[config.mk]
export PLATFORM = sky130hd
export DESIGN_NAME = isp_stream_sequencer
export DESIGN_NICKNAME = d
export VERILOG_FILES = /design/src/rtl/isp_pkg.sv /design/src/rtl/isp_token_shift.sv /design/src/rtl/isp_stream_sequencer.sv
export SDC_FILE = /design/constraint.sdc
export NUM_CORES = 1
export LEC_CHECK = 0
export CAP_MARGIN = 10
export CORE_ASPECT_RATIO = 0.7
export CORE_UTILIZATION = 23
export CTS_CLUSTER_SIZE = 40
export DETAILED_ROUTE_END_ITERATION = 16
export SLEW_MARGIN = 40
export SYNTH_ARGS = -nofsm -noshare
export SYNTH_HDL_FRONTEND = slang
export SYNTH_SLANG_ARGS = --single-unit
[constraint.sdc]
create_clock -name clock -period 2.8 [get_ports clock]
set_input_delay 0.84 -clock clock [delete_from_list [all_inputs] [get_ports clock]]
set_output_delay 0.84 -clock clock [all_outputs]
set_load 0.01 [all_outputs]
[src/rtl/isp_pkg.sv]
// Shared types and widths for the ISP stream sequencer and its token tracker.
package isp_pkg;
  localparam int ISP_PIPE_DEPTH = 28;
  localparam int PIX_W          = 72;
  localparam int CFG_W          = 36;
  localparam int COORD_W        = 12;

  typedef enum logic [2:0] {
    ST_IDLE,
    ST_ARM,
    ST_ACTIVE,
    ST_DRAIN,
    ST_DONE
  } seq_state_e;

  // The lockstep pipeline may only step while a frame is feeding or draining.
  function automatic logic is_advancing(input seq_state_e s);
    return (s == ST_ACTIVE) || (s == ST_DRAIN);
  endfunction
endpackage

[src/rtl/isp_token_shift.sv]
// Mirrors the pipeline with {valid, last} tokens so the sequencer knows what
// sits at the pipeline tail and how many real pixels are still in flight.
module isp_token_shift #(
  parameter int DEPTH = 28
) (
  input  logic clock,
  input  logic reset,
  input  logic advance,
  input  logic in_valid,
  input  logic in_last,
  output logic tail_valid,
  output logic tail_last,
  output logic empty
);
  localparam int OCC_W = $clog2(DEPTH + 1);

  logic [DEPTH-1:0] valid_q, valid_d;
  logic [DEPTH-1:0] last_q, last_d;
  logic [OCC_W-1:0] occ_q, occ_d;

  assign valid_d[0] = in_valid;
  assign last_d[0]  = in_last;
  for (genvar gi = 1; gi < DEPTH; gi++) begin : g_stage
    assign valid_d[gi] = valid_q[gi-1];
    assign last_d[gi]  = last_q[gi-1];
  end

  // A token entering and a valid token leaving on the same advance cancel out.
  always_comb begin
    occ_d = occ_q;
    if (advance && in_valid && !valid_q[DEPTH-1]) begin
      occ_d = occ_q + OCC_W'(1);
    end else if (advance && !in_valid && valid_q[DEPTH-1]) begin
      occ_d = occ_q - OCC_W'(1);
    end
  end

  always_ff @(posedge clock or negedge reset) begin
    if (!reset) begin
      valid_q <= '0;
      last_q  <= '0;
      occ_q   <= '0;
    end else begin
      if (advance) begin
        valid_q <= valid_d;
        last_q  <= last_d;
      end
      occ_q <= occ_d;
    end
  end

  assign tail_valid = valid_q[DEPTH-1];
  assign tail_last  = last_q[DEPTH-1];
  assign empty      = (occ_q == '0);
endmodule

[src/rtl/isp_stream_sequencer.sv]
// Frame controller owning the single advance enable of the lockstep ISP
// pipeline: feeds pixels or bubbles, drains at end of frame, applies config.
module isp_stream_sequencer
  import isp_pkg::*;
#(
  parameter int IMG_W      = 640,
  parameter int IMG_H      = 480,
  parameter int PIPE_DEPTH = ISP_PIPE_DEPTH
) (
  input  logic               clock,
  input  logic               reset,
  input  logic               start,
  input  logic               cfg_wr,
  input  logic [CFG_W-1:0]   cfg_offset,
  input  logic [CFG_W-1:0]   cfg_gain,
  input  logic               s_valid,
  output logic               s_ready,
  input  logic [PIX_W-1:0]   s_pixel,
  output logic               pipe_advance,
  output logic [PIX_W-1:0]   pipe_pixel,
  output logic [CFG_W-1:0]   pipe_offset,
  output logic [CFG_W-1:0]   pipe_gain,
  output logic               m_valid,
  output logic               m_last,
  input  logic               m_ready,
  output logic [COORD_W-1:0] x_out,
  output logic [COORD_W-1:0] y_out,
  output logic               busy,
  output logic               frame_done
);
  localparam logic [COORD_W-1:0] X_LAST = COORD_W'(IMG_W - 1);
  localparam logic [COORD_W-1:0] Y_LAST = COORD_W'(IMG_H - 1);

  seq_state_e         state_q, state_d;
  logic [COORD_W-1:0] x_q, x_d, y_q, y_d;
  logic [CFG_W-1:0]   shadow_off_q, shadow_gain_q;
  logic [CFG_W-1:0]   live_off_q, live_gain_q;
  logic               out_free, accept, final_px, tok_empty;

  assign out_free = !m_valid || m_ready;
  assign accept   = s_valid && s_ready;
  assign final_px = (x_q == X_LAST) && (y_q == Y_LAST);

  always_ff @(posedge clock or negedge reset) begin
    if (!reset) state_q <= ST_IDLE;
    else        state_q <= state_d;
  end

  always_comb begin
    state_d = state_q;
    case (state_q)
      ST_IDLE:   if (start) state_d = ST_ARM;
      ST_ARM:    state_d = ST_ACTIVE;
      ST_ACTIVE: if (accept && final_px) state_d = ST_DRAIN;
      // The last-marked pixel leaves after every earlier one, so its hand-off ends the frame.
      ST_DRAIN:  if ((m_valid && m_last && m_ready) || tok_empty) state_d = ST_DONE;
      ST_DONE:   state_d = ST_IDLE;
      default:   state_d = ST_IDLE;
    endcase
  end

  always_comb begin
    busy         = (state_q != ST_IDLE);
    pipe_advance = out_free && is_advancing(state_q);
    s_ready      = pipe_advance && (state_q == ST_ACTIVE);
    frame_done   = (state_q == ST_DONE);
  end

  // The final accept leaves the counters parked on the last coordinate through DRAIN.
  always_comb begin
    x_d = x_q;
    y_d = y_q;
    if (state_q == ST_ARM) begin
      x_d = '0;
      y_d = '0;
    end else if (accept && !final_px) begin
      if (x_q == X_LAST) begin
        x_d = '0;
        y_d = y_q + COORD_W'(1);
      end else begin
        x_d = x_q + COORD_W'(1);
      end
    end
  end

  always_ff @(posedge clock or negedge reset) begin
    if (!reset) begin
      x_q           <= '0;
      y_q           <= '0;
      shadow_off_q  <= '0;
      shadow_gain_q <= '0;
      live_off_q    <= '0;
      live_gain_q   <= '0;
    end else begin
      x_q <= x_d;
      y_q <= y_d;
      if (cfg_wr) begin
        shadow_off_q  <= cfg_offset;
        shadow_gain_q <= cfg_gain;
      end
      if (state_q == ST_ARM) begin
        live_off_q  <= shadow_off_q;
        live_gain_q <= shadow_gain_q;
      end
    end
  end

  // During ARM the shadow is already presented so stages see the new frame's config at once.
  assign pipe_offset = (state_q == ST_ARM) ? shadow_off_q  : live_off_q;
  assign pipe_gain   = (state_q == ST_ARM) ? shadow_gain_q : live_gain_q;
  assign pipe_pixel  = accept ? s_pixel : '0;
  assign x_out       = x_q;
  assign y_out       = y_q;

  isp_token_shift #(
    .DEPTH(PIPE_DEPTH)
  ) u_tokens (
    .clock     (clock),
    .reset     (reset),
    .advance   (pipe_advance),
    .in_valid  (accept),
    .in_last   (accept && final_px),
    .tail_valid(m_valid),
    .tail_last (m_last),
    .empty     (tok_empty)
  );
endmodule

Yosys cells after proc, flatten, opt, wreduce, memory -nomap -nowiden
Cells that the tools add are included.
W data, S select, Z words.
{"block": "classes", "addsub": 4, "n_mul": 0, "n_div": 0, "n_lt_le_gt_ge": 0, "n_eq_ne": 9, "shift": 0, "n_mux": 15, "bitwise": 0, "reduce_logical": 26}
{"op": "$mux W12", "n": 6}
{"op": "$mux W36", "n": 2}
{"op": "$mux W72", "n": 1}
{"op": "$add A12 B1 Y12 const B", "n": 2}
{"op": "$eq A12 B10 Y1 const B", "n": 1}
{"op": "$eq A12 B9 Y1 const B", "n": 1}
{"op": "$logic_and A1 B1 Y1", "n": 12}
{"op": "$pmux W3 S4", "n": 1}
{"op": "$mux W5", "n": 2}
{"op": "$mux W3", "n": 3}
{"op": "$eq A3 B2 Y1 const B", "n": 2}
{"op": "$reduce_bool A2 Y1", "n": 3}
{"op": "$add A5 B1 Y5 const B", "n": 1}
{"op": "$logic_not A5 Y1", "n": 1}
{"op": "$sub A5 B1 Y5 const B", "n": 1}
{"op": "$ne A2 B2 Y1 const B", "n": 2}
{"op": "$eq A3 B1 Y1 const B", "n": 1}
{"op": "$eq A3 B3 Y1 const B", "n": 1}
{"op": "$logic_not A1 Y1", "n": 3}
{"op": "$logic_not A3 Y1", "n": 1}
{"op": "$logic_or A1 B1 Y1", "n": 3}
{"op": "$reduce_and A3 Y1", "n": 1}
{"op": "$reduce_bool A3 Y1", "n": 1}
{"op": "$ne A2 B1 Y1 const B", "n": 1}
{"op": "$reduce_and A2 Y1", "n": 1}
{"block": "totals", "ff_bits": 232, "latch_bits": 0, "ram_bits": 0, "romBits": 0, "inputBits": 150, "out_inout_bits": 174, "memories": 0}

Longest topological paths before layout
Gate-level depths: netlist of run 1.
{"block": "logic_depth", "word_depth": 10, "depth_mapped": 10}

Modules after synthesis
From an unflattened synthesis of run 1, not the netlist that was laid out.
{"block": "hier_totals", "cells_unflattened": 857, "area_unflattened_um2": 9773.1}
{"module": "isp_stream_sequencer", "n_inst": 1, "cells_each": 709, "area_per_inst_um2": 7319.5, "seq_area_each_um2": 4279.1}
{"module": "isp_token_shift", "n_inst": 1, "cells_each": 148, "area_per_inst_um2": 2453.6, "seq_area_each_um2": 1526.5}

Worst setup path after synthesis of run 1
No wires, ideal clock.
{"block": "synth_timing", "path_type": "input to output", "start": "in s_valid", "end": "out pipe_pixel[31]", "arrival_ns": 1.954, "required_ns": 1.960, "slack_ns": 0.006, "cell_stages": 6, "path_buffers": 3, "cell_sequence": "nor2b_1 -> and3_1 -> buf_4 -> buf_2 -> clkbuf_1 -> and2_1"}
{"block": "synth_between", "elab_chain_len": 2}
{"element": "start, declared", "line_no": "isp_stream_sequencer.sv:16", "rtl": "input logic s_valid,"}
{"element": "$logic_and A1 B1 Y1", "line_no": "isp_stream_sequencer.sv:41", "rtl": "assign accept = s_valid && s_ready;"}
{"element": "$mux W72", "line_no": "isp_stream_sequencer.sv:111", "rtl": "assign pipe_pixel = accept ? s_pixel : '0;"}
{"element": "end, declared", "line_no": "isp_stream_sequencer.sv:20", "rtl": "output logic [PIX_W-1:0] pipe_pixel,"}
No other way between the ends.

Worst setup path after layout of run 1
{"block": "layout_timing", "start": "in s_valid", "end": "out pipe_pixel[24]"}
The elaborated chain is that of the path after synthesis.

==> PnR_summary.wiki, run 1 <==
{| class="wikitable"
! Metric !! Value
|-
| Number of ports placed on the die boundary || about 320
|-
| Element type at the critical path start || primary input
|-
| Clock latency of the later-clocked register in the worst-skew pair || 0.52 ns
|-
| Std-Cell Rows || 62
|-
| Warning count from the yosys run || 0
|-
| Number of cells produced by synthesis || 813
|-
| TritonCTS clock tree || done
|-
| DIE WIDTH || 249 um
|-
| Area growth from synthesis to layout || 59.9%
|-
| EDFF count, synth || 0
|-
| Count of input and output buffers || 323
|-
| Hold WC Path Type || primary input to asynchronous set/reset pin
|-
| Share of synthesized flip-flops with an asynchronous set or reset || 1.00
|-
| Library cell used as clock root buffer || sky130_fd_sc_hd__clkbuf_16
|-
| Worst Path Max Fanout || 8
|-
| Share of the cycle needed by the critical path after routing || 1.08
|-
| Largest net degree at the start of global routing || 70
|-
| R2R cell count || 12
|-
| Utilization after layout || 0.378
|-
| Remaining number of nets flagged by the antenna check after routing || 0
|-
| Vias per std cell || 4.16
|-
| RSZ-0062 raised after global routing || yes
|-
| Initial drt markers || 430
|-
| Total number of nets in the final design || 1,380
|-
| Sinks on Clock Net || 232
|-
| Reported leakage power || 7.36 nW
|-
| Fin. max-slew vios || 0
|-
| First-pass GRT wire length || between 40 and 50 mm
|-
| Combinational cell fraction of total power || 0.466
|-
| DIE AREA || 43,500 um^2
|-
| Switching share of power || 0.315
|-
| Count of endpoints failing setup in the final report || 144
|-
| RR Startpoint || state_q[0]
|-
| Antenna Cells || 0
|-
| Post-DP HPWL || 18.9 mm
|-
| Failing checks || setup timing
|-
| Share of final-layout standard cells stronger than drive strength 1 || 0.370
|-
| Total Routed Length || 28.5 mm
|-
| Worst Path Class, Setup || primary input to output port
|-
| Critical register-to-register path endpoint || u_tokens.occ_q[4]
|-
| CTS hold repair buffers || 0
|-
| Type of destination of the critical path || output port
|-
| GRT Total Usage || 0.124
|-
| Register-to-register setup slack || 0.56 ns
|-
| Least-Margin Pin Slew || 0.597 ns
|-
| DRC errors left || 0
|-
| Proportion of power drawn by the clock network || 0.224
|-
| Setup TNS || -20.74 ns
|-
| Number of antenna violations at the first check in global routing || 0
|-
| Net count after synthesis || 969
|-
| Synth Area per Inst || 12.1 um^2
|-
| Peak ir drop on the vdd network || 0.000605 V
|-
| Sequential-to-total area share from yosys stat || 0.592
|-
| Number of flip-flops and latches in the synthesized netlist || 232
|-
| Synthesized cell area || 9810 um^2
|-
| Total vias in the final route || 7,429
|-
| Minimum period implied by the final worst setup slack || 3.03 ns
|-
| Vertical die dimension || 175 um
|-
| Data required time at the worst endpoint || slightly below 2 ns
|-
| Critical Path AT || 2.19 ns
|-
| Net load switching power || between 4 and 5 mW
|-
| Clock buffers created by TritonCTS || 25
|-
| Clock tree buffer depth || 3
|-
| Status || complete, but fails checks
|-
| Worst Skew || about 0.0057 ns
|-
| Power density relative to cell area || 936 nW/um^2
|-
| Worst setup slack after placement || -0.773 ns
|-
| Starting utilization of the core area || 0.236
|-
| Final Wtd Congestion || ~0.8
|-
| Max_cap viols || 0
|-
| Smallest setup slack after layout || -0.233 ns
|-
| Clock-pin slew reported for the worst setup and hold paths after clock tree synthesis || 0.06 ns
|-
| Total internal power || 10.1 mW
|-
| Unique cell type count in the Yosys netlist || 53
|-
| Top_reg_cell synth || sky130_fd_sc_hd__dfrtp_1
|-
| Final-report hold violation count || 0
|-
| CTS HTree Levels || 1
|-
| Vias in the first global route || approximately 7,700
|-
| Flop pwr share || 0.310
|-
| Overflow left after global routing || 0
|-
| Worst max-slew margin expressed relative to the limit || 0.602
|-
| Post-DR wirelength/cell || 16.0 um
|-
| Placeable Area || 41,500 um^2
|-
| Total iterations of the first detailed-routing run || 4
|-
| Highest clock frequency the design can meet || 330 MHz
|}
## area by class of cell
cell class                      instances  area (um^2)
Sequential cell                       232         5810
Inverter                                8         30.0
Clock inverter                         13          124
Timing Repair Buffer                  429         4310
Tap cell                              544          681
Multi-Input combinational cell        528         4040
Clock buffer                           30          694
Fill cell                            4006        25800
## critical path, cell delays in order
cell and delay (ns):
sky130_fd_sc_hd__dlygate4sd2_1 0.23, sky130_fd_sc_hd__nor2b_4 0.15, sky130_fd_sc_hd__and3_4 0.23, sky130_fd_sc_hd__buf_6 0.11, sky130_fd_sc_hd__buf_12 0.12, sky130_fd_sc_hd__clkbuf_16 0.15, sky130_fd_sc_hd__and2_1 0.13, sky130_fd_sc_hd__clkdlybuf4s15_2 0.22
## kinds of logic (layout without fill, tap and decap cells)
kind of cell / Yosys count / count (layout) / share of synthesized area
DFF: 232 / 232 / 0.592
adders and majority gates: 6 / 6 / 0.00842
AOI/OAI and AO/OA: 36 / 36 / 0.0254
buffers and inverters: 53 / 480 / 0.0253
and+or+nand+nor: 319 / 319 / 0.162
xor gates and xnor gates: 19 / 19 / 0.0170
muxes: 148 / 148 / 0.170
## layout by cell type (no fill, tap or decap), types with 11 or more instances in the layout
cell | netlist | routed
sky130_fd_sc_hd__dfrtp_1 | 232 | 232
sky130_fd_sc_hd__nor2_1 | 19 | 19
sky130_fd_sc_hd__and2_1 | 76 | 74
sky130_fd_sc_hd__mux2_2 | 146 | 81
sky130_fd_sc_hd__nand2_1 | 174 | 173
sky130_fd_sc_hd__buf_2 | 15 | 45
sky130_fd_sc_hd__buf_4 | 2 | 63
sky130_fd_sc_hd__clkdlybuf4s50_1 | 0 | 171
sky130_fd_sc_hd__buf_6 | 3 | 76
sky130_fd_sc_hd__clkdlybuf4s15_2 | 0 | 33
sky130_fd_sc_hd__xor2_1 | 11 | 11
sky130_fd_sc_hd__nand4_1 | 12 | 12
sky130_fd_sc_hd__buf_12 | 0 | 11
sky130_fd_sc_hd__clkbuf_16 | 0 | 30
sky130_fd_sc_hd__mux2_4 | 0 | 65
## stage by stage
stage | cell area [um^2] | power [mW] | cells | hold WS (ns)
global route | 15700 | 15.6 | 1784 | 0.316
floorplan | 9810 | 7.23 | 813 | 0.437
global placement | 14000 | 10.1 | 1681 | 0.447
CTS | 14900 | 13.6 | 1740 | 0.285
finish | 15700 | 14.7 | 1784 | 0.296
detailed placement | 14000 | 10.2 | 1681 | 0.451
## cell usage after synthesis (4+ instances only)
library cell	number	area, um^2
sky130_fd_sc_hd__or3_1	5	31.3
sky130_fd_sc_hd__nand2_1	174	653
sky130_fd_sc_hd__and3_1	8	50.1
sky130_fd_sc_hd__and2_1	76	475
sky130_fd_sc_hd__nor2_1	19	71.3
sky130_fd_sc_hd__ha_1	5	62.6
sky130_fd_sc_hd__clkbuf_1	21	78.8
sky130_fd_sc_hd__o21ai_0	6	30.0
sky130_fd_sc_hd__nand4_1	12	75.1
sky130_fd_sc_hd__dfrtp_1	232	5810
sky130_fd_sc_hd__a21o_1	4	30.0
sky130_fd_sc_hd__xnor2_1	8	70.1
sky130_fd_sc_hd__inv_1	7	26.3
sky130_fd_sc_hd__a21oi_1	9	45.0
sky130_fd_sc_hd__buf_2	15	75.1
sky130_fd_sc_hd__xor2_1	11	96.3
sky130_fd_sc_hd__mux2_2	146	1640
sky130_fd_sc_hd__buf_1	4	15.0
## worst max path at each step
stage / startpoint / to / depth (start not counted)
2_1_floorplan: s_valid / pipe_pixel[31] / 6
3_3_place_gp: s_valid / pipe_pixel[47] / 6
3_5_place_dp: s_valid / pipe_pixel[47] / 6
4_1_cts: state_q[1] / pipe_offset[0] / 6
5_1_grt: state_q[2] / pipe_gain[13] / 7
6_report: s_valid / pipe_pixel[24] / 8
## routing by layer
layer | up-vias | GRT usage | wire length [um]
met1 | 3728 | 0.162 | 12900
met3 | 29 | 0.0435 | 1870
met4 | 0 | 0.0300 | 625
met5 | - | 0 | 0
li1 | 3535 | - | -
met2 | 137 | 0.195 | 13100
## power by group through the flow
stage                     Sequential (mW)  Clock [mW]  Combinational (mW)
after floorplan                      4.50           0                2.73
after global placement               4.54           0                5.57
after detailed placement             4.58           0                5.62
after CTS                            4.53        3.44                5.61
after global routing                 4.65        3.57                7.35
final                                4.55        3.29                6.83
## timing repair
action                     4_1_cts  5_1_grt
cloned                           4        5
hold endpoints to repair         0        0
pin swaps                        2        2
buffers inserted                12       40
resized for setup              502      213
setup endpoints to repair      147      148
## sequential cells by signal (all words and copies together) (netlist names)
| name | count |
|---|---|
| shadow_off_q | 36 |
| live_off_q | 36 |
| shadow_gain_q | 36 |
| y_out | 12 |
| u_tokens.occ_q | 5 |
| state_q | 3 |
| u_tokens.last_q | 28 |
| live_gain_q | 36 |
| x_out | 12 |
| u_tokens.valid_q | 28 |
No activity file was read; power rests on OpenSTA's default activity.
==> inputs of run 2 (changes only) <==
- HOLD_SLACK_MARGIN: default -> 0.03
- SLEW_MARGIN: 40 -> 10
==> results of run 2 <==
Final layout, timing and power as in run 1 (identical DEF).
==> inputs of run 3 (changes only) <==
- CORE_MARGIN: default -> 3
- CTS_BUF_LIST: default -> sky130_fd_sc_hd__clkbuf_4
==> run 3 against run 2 <==
Against the previous run: clock power down 6.1%; the run still ends with setup timing left; clock-buffer cell count grew 55; cell area shrank 0.55%; critical path depth fell by 1; via count increased by 1.1%; worst setup slack got worse by 0.15 ns; flip-flop and latch count stayed put; global-route usage hardly changed.
==> PnR_summary.wiki, run 3 (synthesis results as in run 1) <==
{| class="wikitable"
! Metric !! Value
|-
| Status || complete, but fails checks
|-
| Failing checks || setup timing
|-
| Std-Cell Rows || 62
|-
| Met3 wire length || 2.08 mm
|-
| Post-Place Cells || 1,678
|-
| Clock buffers created by TritonCTS || 60
|-
| Critical register-to-register path endpoint || u_tokens.occ_q[4]
|-
| WL met2 || about 14 mm
|-
| Final Wtd Congestion || 0.745
|-
| Worst max-slew margin expressed relative to the limit || 0.588
|-
| Worst Skew || 0.0559 ns
|-
| Hold WC Path Type || primary input to asynchronous set/reset pin
|-
| Vias per std cell || 4.14
|-
| Worst Path Max Fanout || 12
|-
| Worst Path Class, Setup || primary input to output port
|-
| Clock tree buffer depth || 3
|-
| Element type at the critical path start || primary input
|-
| Overflow left after global routing || 0
|-
| CTS HTree Levels || 2
|-
| Number of antenna violations at the first check in global routing || 0
|-
| Minimum period implied by the final worst setup slack || roughly 3.2 ns
|-
| Final instance count without filler cells || 1,816
|-
| Series of cell instances along the critical path || clkdlybuf4s50_1 > nand2b_4 > and3_4 > buf_6 > clkbuf_16 > and2_1 > clkdlybuf4s15_2
|-
| Register-to-register setup slack || 0.58 ns
|-
| Antenna Cells || 0
|-
| Kind of cell adding the most delay to the critical path || buffers and inverters
|-
| Starting utilization of the core area || 0.236
|-
| Max_cap viols || 0
|-
| TritonCTS clock tree || done
|-
| Count of endpoints failing setup in the final report || approximately 150
|-
| Metal1 wirelength || roughly 13 mm
|-
| Post-DR wirelength/cell || 16.2 um
|-
| Share of final-layout standard cells stronger than drive strength 1 || 0.381
|-
| Vias in the first global route || around 8,000
|-
| Utilization after layout || 0.375
|-
| Type of destination of the critical path || output port
|-
| Library cell used as clock root buffer || sky130_fd_sc_hd__clkbuf_4
|-
| Master of the slowest instance on the critical path || sky130_fd_sc_hd__clkdlybuf4s50_1
|-
| Most common library cell in the layout ignoring fill and taps || sky130_fd_sc_hd__dfrtp_1
|-
| Sinks on Clock Net || around 230
|-
| Power density relative to cell area || 929 nW/um^2
|-
| DIE AREA || 45,200 um^2
|-
| Smallest setup slack after layout || -0.380 ns
|-
| RR Startpoint || state_q[2]
|-
| Most frequent cells in the layout || sky130_fd_sc_hd__dfrtp_1, sky130_fd_sc_hd__nand2_1, sky130_fd_sc_hd__clkdlybuf4s50_1
|-
| DIE WIDTH || 253 um
|-
| Critical Path AT || 2.34 ns
|-
| Count of input and output buffers || 323
|-
| Top metal layer carrying routed signals || met4
|-
| Clock-pin slew reported for the worst setup and hold paths after clock tree synthesis || 0.08 ns
|-
| Fin. max-slew vios || 0
|-
| Post-DP HPWL || 19.3 mm
|-
| Total iterations of the first detailed-routing run || 4
|-
| Clock latency of the later-clocked register in the worst-skew pair || approximately 0.7 ns
|-
| Number of ports placed on the die boundary || 324
|-
| Vertical die dimension || 179 um
|-
| R2R cell count || 11
|-
| Final-report hold violation count || 0
|-
| CP peak stage delay || 0.47 ns
|-
| GRT Total Usage || 0.124
|-
| Area growth from synthesis to layout || 59.0%
|-
| Reported leakage power || 7.40 nW
|-
| Initial drt markers || 387
|-
| Number of buffers and inverters on the critical path || 4
|-
| Total vias in the final route || 7,512
|-
| Total number of nets in the final design || 1,388
|-
| Peak ir drop on the vdd network || between 0.0005 and 0.0006 V
|-
| CTS hold repair buffers || 0
|-
| Placeable Area || 41,600 um^2
|-
| First-pass GRT wire length || 44.4 mm
|-
| Total Routed Length || 29.5 mm
|-
| RSZ-0062 raised after global routing || yes
|-
| Highest clock frequency the design can meet || 314 MHz
|-
| Remaining number of nets flagged by the antenna check after routing || 0
|-
| DRC errors left || 0
|-
| Fillers || 4,128
|-
| Data required time at the worst endpoint || 1.96 ns
|-
| Least-Margin Pin Slew || around 0.62 ns
|-
| Share of the cycle needed by the critical path after routing || 1.14
|-
| Largest net degree at the start of global routing || between 70 and 80
|}
run 3: changes by cell type in the layout (fill, tap and decap cells not counted), sizes merged:
cell	change
clkbuf	+49
clkdlybuf4s15	+3
dlygate4sd2	-1
clkinv	+5
dlymetal6s2s	+3
clkinvlp	-2
buf	-22
clkdlybuf4s50	-4
bufinv	+1
run 3: worst max-delay path by stage:
stage	from	to	cells past startpoint	slack, ns
5_1_grt	state_q[2]	pipe_offset[18]	6	-0.50
3_5_place_dp	s_valid	pipe_pixel[16]	6	-0.72
3_3_place_gp	s_valid	pipe_pixel[17]	6	-0.73
4_1_cts	state_q[1]	pipe_gain[26]	6	-0.47
6_report	m_ready	pipe_pixel[52]	7	-0.38
2_1_floorplan	s_valid	pipe_pixel[31]	6	0.006
run 3: stage by stage:
stage               total power, mW  setup slack [ns]  area, um^2  hold WS (ns)  TNS (ns)
global route                   15.5            -0.498       15600        0.0655    -61.69
floorplan                      7.23           0.00579        9810         0.437         0
finish                         14.5            -0.380       15600         0.123    -42.41
detailed placement             10.2            -0.722       14000         0.450    -49.61
global placement               10.2            -0.727       14000         0.446    -48.17
CTS                            14.2            -0.475       15300        0.0421    -56.97
run 3: power by group:
group	switching, mW	total (mW)	leakage, nW	internal, mW
Sequential	0.345	4.55	2.90	4.21
Clock	1.42	3.09	0.470	1.67
Combinational	2.93	6.85	4.03	3.92
Total	4.70	14.5	7.40	9.80
run 3: area by class of cell:
cell class,count,area [um^2],area share
sequential,232,5810,0.372
timing repair buffer,402,4230,0.271
multi-input combinational,528,4060,0.260
tap,544,681,0.0436
clock buffer,85,638,0.0409
clock inverter,17,154,0.00987
inverter,8,30.0,0.00193
run 3: worst register-to-register path, cell delays in order (launching register included):
cell	delay, ns
sky130_fd_sc_hd__dfrtp_1	0.41
sky130_fd_sc_hd__buf_4	0.17
sky130_fd_sc_hd__nor2b_4	0.12
sky130_fd_sc_hd__buf_6	0.13
sky130_fd_sc_hd__nand3b_1	0.17
sky130_fd_sc_hd__inv_1	0.12
sky130_fd_sc_hd__fa_1	0.21
sky130_fd_sc_hd__inv_1	0.05
sky130_fd_sc_hd__a21o_1	0.17
sky130_fd_sc_hd__a21oi_1	0.17
sky130_fd_sc_hd__mux2i_1	0.25
sky130_fd_sc_hd__xor2_1	0.17
run 3: per-layer routing:
layer | track usage | vias to the layer above
met5 | 0 | -
met1 | 0.160 | 3732
met3 | 0.0492 | 36
met2 | 0.193 | 162
met4 | 0.0346 | 0
li1 | - | 3582
run 3: repair_timing:
action,in CTS,in global routing
setup buffers,21,10
pin swaps,2,2
gates resized for setup,660,94
setup endpoints to repair,151,153
endpoints found under the hold margin,0,0
gates cloned,4,4
==> variant 1 (config.mk and constraints of run 2) <==
Reset style: synchronous (`reset`), changed in 3 clocked blocks.
--- a/src/rtl/isp_token_shift.sv
+++ b/src/rtl/isp_token_shift.sv
@@ -36,5 +36,5 @@
   end
 
-  always_ff @(posedge clock or negedge reset) begin
+  always_ff @(posedge clock) begin
     if (!reset) begin
       valid_q <= '0;
--- a/src/rtl/isp_stream_sequencer.sv
+++ b/src/rtl/isp_stream_sequencer.sv
@@ -42,5 +42,5 @@
   assign final_px = (x_q == X_LAST) && (y_q == Y_LAST);
 
-  always_ff @(posedge clock or negedge reset) begin
+  always_ff @(posedge clock) begin
     if (!reset) state_q <= ST_IDLE;
     else        state_q <= state_d;
@@ -84,5 +84,5 @@
   end
 
-  always_ff @(posedge clock or negedge reset) begin
+  always_ff @(posedge clock) begin
     if (!reset) begin
       x_q           <= '0;
Formal check against the unedited RTL: differs if reset is asserted again (counterexample within 4 cycles, from zero or initial values and one cycle with reset low); with reset held inactive, the same outputs for 4 cycles.
==> variant 1 against run 2 <==
The run still ends with negative setup slack left; cell area rose by 2.2%; utilization rose by 2.3 points; wire length rose by 8.7%; synthesized cell count rose by 23%; largest cell class is now multi-input gates; cell count rose by 8.7%; highest routed layer unchanged; sequential cell count did not move; synthesized area fell by 4.2%; count of clock-buffer cells in the layout rose by 2; setup slack improved by 85 ps; via count rose by 12%; critical endpoint is now pipe_offset[32].
Power is not compared: it rests on default switching activity, and its combinational part moved more than twofold at a synthesized area within 25%.
==> variant 1: results (changes against run 2) <==
| Metric | Value |
|---|---|
| Post-synthesis xor/xnor area fraction | `1.68% (-0.018 points)` |
| Inst Count DP | `1,828 (+8.7%)` |
| Endpoints failing setup | `105 (-27%)` |
| Final WS setup | `-148 ps (+84.6 ps)` |
| Post-synth ARST share | `0% (-100 points)` |
| Setup TNS | `-6350 ps (+14,380 ps)` |
| Clock latency at the later pin of the worst-skew pair | `540 ps (+20 ps)` |
| Worst setup EP type | `output port` |
| Critical path class | `flop to output port` |
| Synth Area in Adders | `0.879% (+0.037 points)` |
| Top cells by count, synth | `dfxtp_1 (232), nand2_1 (120), nor2_1 (99)` |
| Worst-case reg-to-reg path depth | `10 (-2)` |
| Layout net count | `1,543 (+12%)` |
| DR WL/cell | `16.0 um (about the same)` |
| Clock Skew | `16.5 ps (+10.8 ps)` |
| WL met2 | `14.1 mm (+7.5%)` |
| Status | `complete, but fails checks` |
| Top Layer Used | `met4` |
| R2r startpoint | `state_q[2]$_SDFFE_PN0P_` |
| Register area share after synthesis | `49.4% (-9.8 points)` |
| Post-synthesis mux area share | `16.6% (-0.34 points)` |
| Arrival time at the worst endpoint | `2110 ps (-80 ps)` |
| CP Max Fanout | `6 (-2)` |
| Worst-Margin Slew | `745 ps (+148 ps)` |
| Met1 usage | `19.0% (+2.7 points)` |
| Worst slack, placed | `-617 ps (+156 ps)` |
| Synthesized net count | `1,154 (+19%)` |
| Synth cell types | `44 (-17%)` |
| Total CTS buffers | `25 (unchanged)` |
| Drt total wl | `31.0 mm (+8.7%)` |
| Post-DP Area | `13,500 sq um (-3.5%)` |
| Failing checks | `negative setup slack` |
| Largest net degree at the start of global routing | `72 (+2.9%)` |
| Met2 Use GR | `21.1% (+1.6 points)` |
| FF-to-FF End | `y_out[10]$_SDFFE_PP0P_` |
| Crit-path slowest cell | `dfxtp_2` |
| Flop2flop setup slack | `200 ps (-360 ps)` |
| RD Place Congestion | `0.803 (+2.1%)` |
| Metal3 WL | `1.68 mm (-10%)` |
| Area contributors post-synth | `dfxtp_1 (49%), mux2_2 (8.6%), mux2i_1 (8.0%)` |
| First-pass GRT wire length | `45.6 mm (+4.7%)` |
| Drt via density | `4.27 (+2.7%)` |
| Root Driver | `clkbuf_16` |
| P per Cell Area | `between 500 and 600 nW/um^2` |
| Post-DP HPWL | `19.1 mm (+0.97%)` |
| Drt initial violations | `366 (-15%)` |
| Largest stage delay on the critical path | `340 ps (+110 ps)` |
| WL met1 | `14.7 mm (+14%)` |
| Layout filler cell count | `3,896 (-2.7%)` |
| Mapped Cells | `998 (+23%)` |
| GR Util met3 | `3.76% (-0.59 points)` |
| All-Layer GR Usage | `13.6% (+1.2 points)` |
| Hold Path Class | `flop to flop` |
| Vias in the first global route | `7,842 (+1.9%)` |
| Share of layout cells above drive strength 1 | `31.2% (-5.8 points)` |
[variant 1: cell count changes in the layout (fill, tap and decap cells not counted), moves of 73 or more]
| cell | change |
|---|---|
| dfrtp_1 | -232 |
| dfxtp_1 | +229 |
| buf_6 | +83 |
| nor2_1 | +80 |
| mux2_2 | -79 |
| mux2i_1 | +73 |
[variant 1: worst min-delay path by stage]
| stage | from | endpoint | slack [ps] | cells after the start |
|---|---|---|---|---|
| 2_1_floorplan | u_tokens.last_q[9]$_SDFFE_PN0N_ | u_tokens.last_q[10]$_SDFFE_PN0N_ | 430 | 2 |
| 5_1_grt | u_tokens.valid_q[7]$_SDFFE_PN0N_ | u_tokens.valid_q[7]$_SDFFE_PN0N_ | 470 | 2 |
| 3_3_place_gp | u_tokens.last_q[25]$_SDFFE_PN0N_ | u_tokens.last_q[26]$_SDFFE_PN0N_ | 440 | 2 |
| 4_1_cts | u_tokens.last_q[24]$_SDFFE_PN0N_ | u_tokens.last_q[25]$_SDFFE_PN0N_ | 450 | 2 |
| 3_5_place_dp | u_tokens.valid_q[4]$_SDFFE_PN0N_ | u_tokens.valid_q[5]$_SDFFE_PN0N_ | 440 | 2 |
| 6_report | u_tokens.last_q[24]$_SDFFE_PN0N_ | u_tokens.last_q[25]$_SDFFE_PN0N_ | 450 | 2 |
[variant 1: what timing repair did]
| action | CTS | global route |
|---|---|---|
| pin swaps | 2 | 42 |
| cloned | 9 | 7 |
| endpoints found under the setup margin | 147 | 147 |
| hold buffers | 0 | 0 |
| resized for setup | 716 | 218 |
| buffers inserted | 32 | 25 |
[variant 1: layout make-up]
class,instances,area [sq um],share of cell area [%]
multi-input cells,683,4970,31.0
repair buffers,435,4780,29.8
flip-flops and latches,232,4650,29.0
clock buffers,32,712,4.44
well taps,535,669,4.18
clock inverters,13,208,1.30
inverters,10,40.0,0.250
==> variant 2 (flow settings as in run 2) <==
Without the edit above. Set the package constant `ISP_PIPE_DEPTH` to 42 (it was 28).
--- a/src/rtl/isp_pkg.sv
+++ b/src/rtl/isp_pkg.sv
@@ -1,5 +1,5 @@
 // Shared types and widths for the ISP stream sequencer and its token tracker.
 package isp_pkg;
-  localparam int ISP_PIPE_DEPTH = 28;
+  localparam int ISP_PIPE_DEPTH = 42;
   localparam int PIX_W          = 72;
   localparam int CFG_W          = 36;
Behaviour: no difference found for any inputs over 4 cycles, from zero or initial values and one cycle with reset low; that may be too few to reach the edited logic, so the function may still have changed.
==> variant 2 against run 2 <==
The flow still finishes with violations (negative setup slack); sequential cell count rose by 29; synthesized area increased by 11%; combinational power is 16% higher; maximum frequency up 4.7%; highest routed layer unchanged; setup slack better by 140 ps; global-route usage grew 0.83 points; cell count is 23% higher; clock power is 28% higher; wire length is 21% higher; cell area is 15% higher; clock skew up 14 ps; register-to-register slack worse by 530 ps; non-clock buffer count up 59; total power increased by 17%; largest power group unchanged.
==> variant 2: results (changes against run 2) <==
| Metric | Value |
|---|---|
| Layout net count | `1,716 (+24%)` |
| Top cells by count, synth | `nand2_1 (483), dfrtp_1 (261), and2_1 (79)` |
| Area contributors post-synth | `dfrtp_1 (60%), nand2_1 (17%), mux2_2 (7.6%)` |
| Crit-path slowest cell | `dfrtp_2` |
| Drt initial violations | `506 (+18%)` |
| Final hold slack | `216 ps (-79.6 ps)` |
| Largest stage delay on the critical path | `450 ps (+220 ps)` |
| First-pass GRT wire length | `50.7 mm (+16%)` |
| Drt total wl | `34.5 mm (+21%)` |
| Total CTS buffers | `30 (+20%)` |
| Arrival time at the worst endpoint | `2060 ps (-130 ps)` |
| Post-DP HPWL | `20.5 mm (+8.8%)` |
| Failing checks | `negative setup slack` |
| CP Max Fanout | `9 (+1)` |
| Final WS setup | `-97.6 ps (+135 ps)` |
| FF-to-FF End | `live_gain_q[7]$_DFF_PN0_` |
| Endpoints failing setup | `79 (-45%)` |
| Worst-case reg-to-reg path depth | `19 (+7)` |
| Rel. slew slack | `45.2% (-15 points)` |
| Inst Count DP | `2,023 (+20%)` |
| Initial antenna violation count | `2 (+2)` |
| Share of layout cells above drive strength 1 | `36.8% (-0.25 points)` |
| Post-synthesis mux area share | `7.74% (-9.2 points)` |
| DR WL/cell | `15.7 um (-1.5%)` |
| Synth Area in Adders | `0.874% (+0.032 points)` |
| Largest net degree at the start of global routing | `84 (+20%)` |
| Max IR drop VDD | `679 uV (+12%)` |
| All-Layer GR Usage | `13.2% (+0.83 points)` |
| Flop2flop setup slack | `30 ps (-530 ps)` |
| Status | `complete, but fails checks` |
| Post-DP Area | `15,200 sq um (+8.6%)` |
| Synthesized net count | `1,254 (+29%)` |
| Synth Area per Inst | `9.92 sq um (-18%)` |
| Via count | `9,277 (+25%)` |
| RD Place Congestion | `0.757 (-3.7%)` |
| Post-synthesis xor/xnor area fraction | `1.29% (-0.41 points)` |
[variant 2: cell types whose count changed after synthesis, sizes merged, moves of 4 or more]
| cell | change |
|---|---|
| a31oi | +5 |
| clkbuf | +16 |
| dfrtp | +29 |
| inv | -5 |
| mux2 | -73 |
| nand2 | +309 |
| nand3 | +4 |
| o21ai | +5 |
[variant 2: worst max path at each step]
stage / end / cells after the start / start
after global placement: pipe_pixel[70] / 6 / s_valid
after global routing: pipe_pixel[46] / 7 / state_q[2]$_DFFE_PN0P_
after CTS: pipe_pixel[15] / 7 / state_q[2]$_DFFE_PN0P_
after detailed placement: pipe_pixel[70] / 6 / s_valid
after floorplan: pipe_pixel[10] / 5 / s_valid
final: pipe_pixel[24] / 7 / state_q[2]$_DFFE_PN0P_
[variant 2: timing repair]
item / in CTS / in global routing
cloned: 9 / 7
gates resized for setup: 596 / 309
pin swaps: 17 / 91
hold buffers: 0 / 0
setup endpoints to repair: 148 / 149
setup buffers: 70 / 44
[variant 2: final cells by class]
cell class                 instances  area share [%]
multi-input combinational        775            26.3
tap                              612            4.26
clock buffer                      37            4.60
timing repair buffer             488            26.9
sequential                       261            36.4
inverter                           3          0.0627
clock inverter                    19            1.41
[variant 2: per-stage QoR]
stage / utilization, % / worst slack (ps)
6_report: 38.6 / -97.6
5_1_grt: 38.6 / -198
4_1_cts: 36.2 / -182
3_5_place_dp: 32.6 / -765
3_3_place_gp: 32.6 / -682
2_1_floorplan: - / 152
[variant 2: per-layer routing]
layer	GRT usage [%]	up-vias	part of all wire, %	wire length (um)
met5	0	-	0	0
met1	15.5	4475	39	13600
met4	4.23	0	2.5	878
met3	3.32	57	6.7	2300
met2	23.5	295	51	17800
li1	-	4450	-	-
[variant 2: cells by family (layout without fill, tap and decap cells)]
kind of cell    after synthesis  count (layout)
simple gates                632             633
compound gates               44              44
xor+xnor                     16              16
mux                          75              75
fa+ha+maj                     7               7
flops                       261             261
buf+inv                      62             547
[variant 2: report_power, final]
part	internal [W]	total (W)	leakage, nW	switching [W]
Sequential	0.00461	0.00500	3.35	0.000392
Clock	0.00257	0.00422	0.526	0.00165
Combinational	0.00409	0.00792	5.04	0.00383
Total	0.0113	0.0171	8.91	0.00587
[variant 2: worst reg2reg max path: cells and delay by family (launching register included)]
family | cells | cell delay (ps)
buf+inv | 15 | 1890
flops | 1 | 430
simple gates | 4 | 330
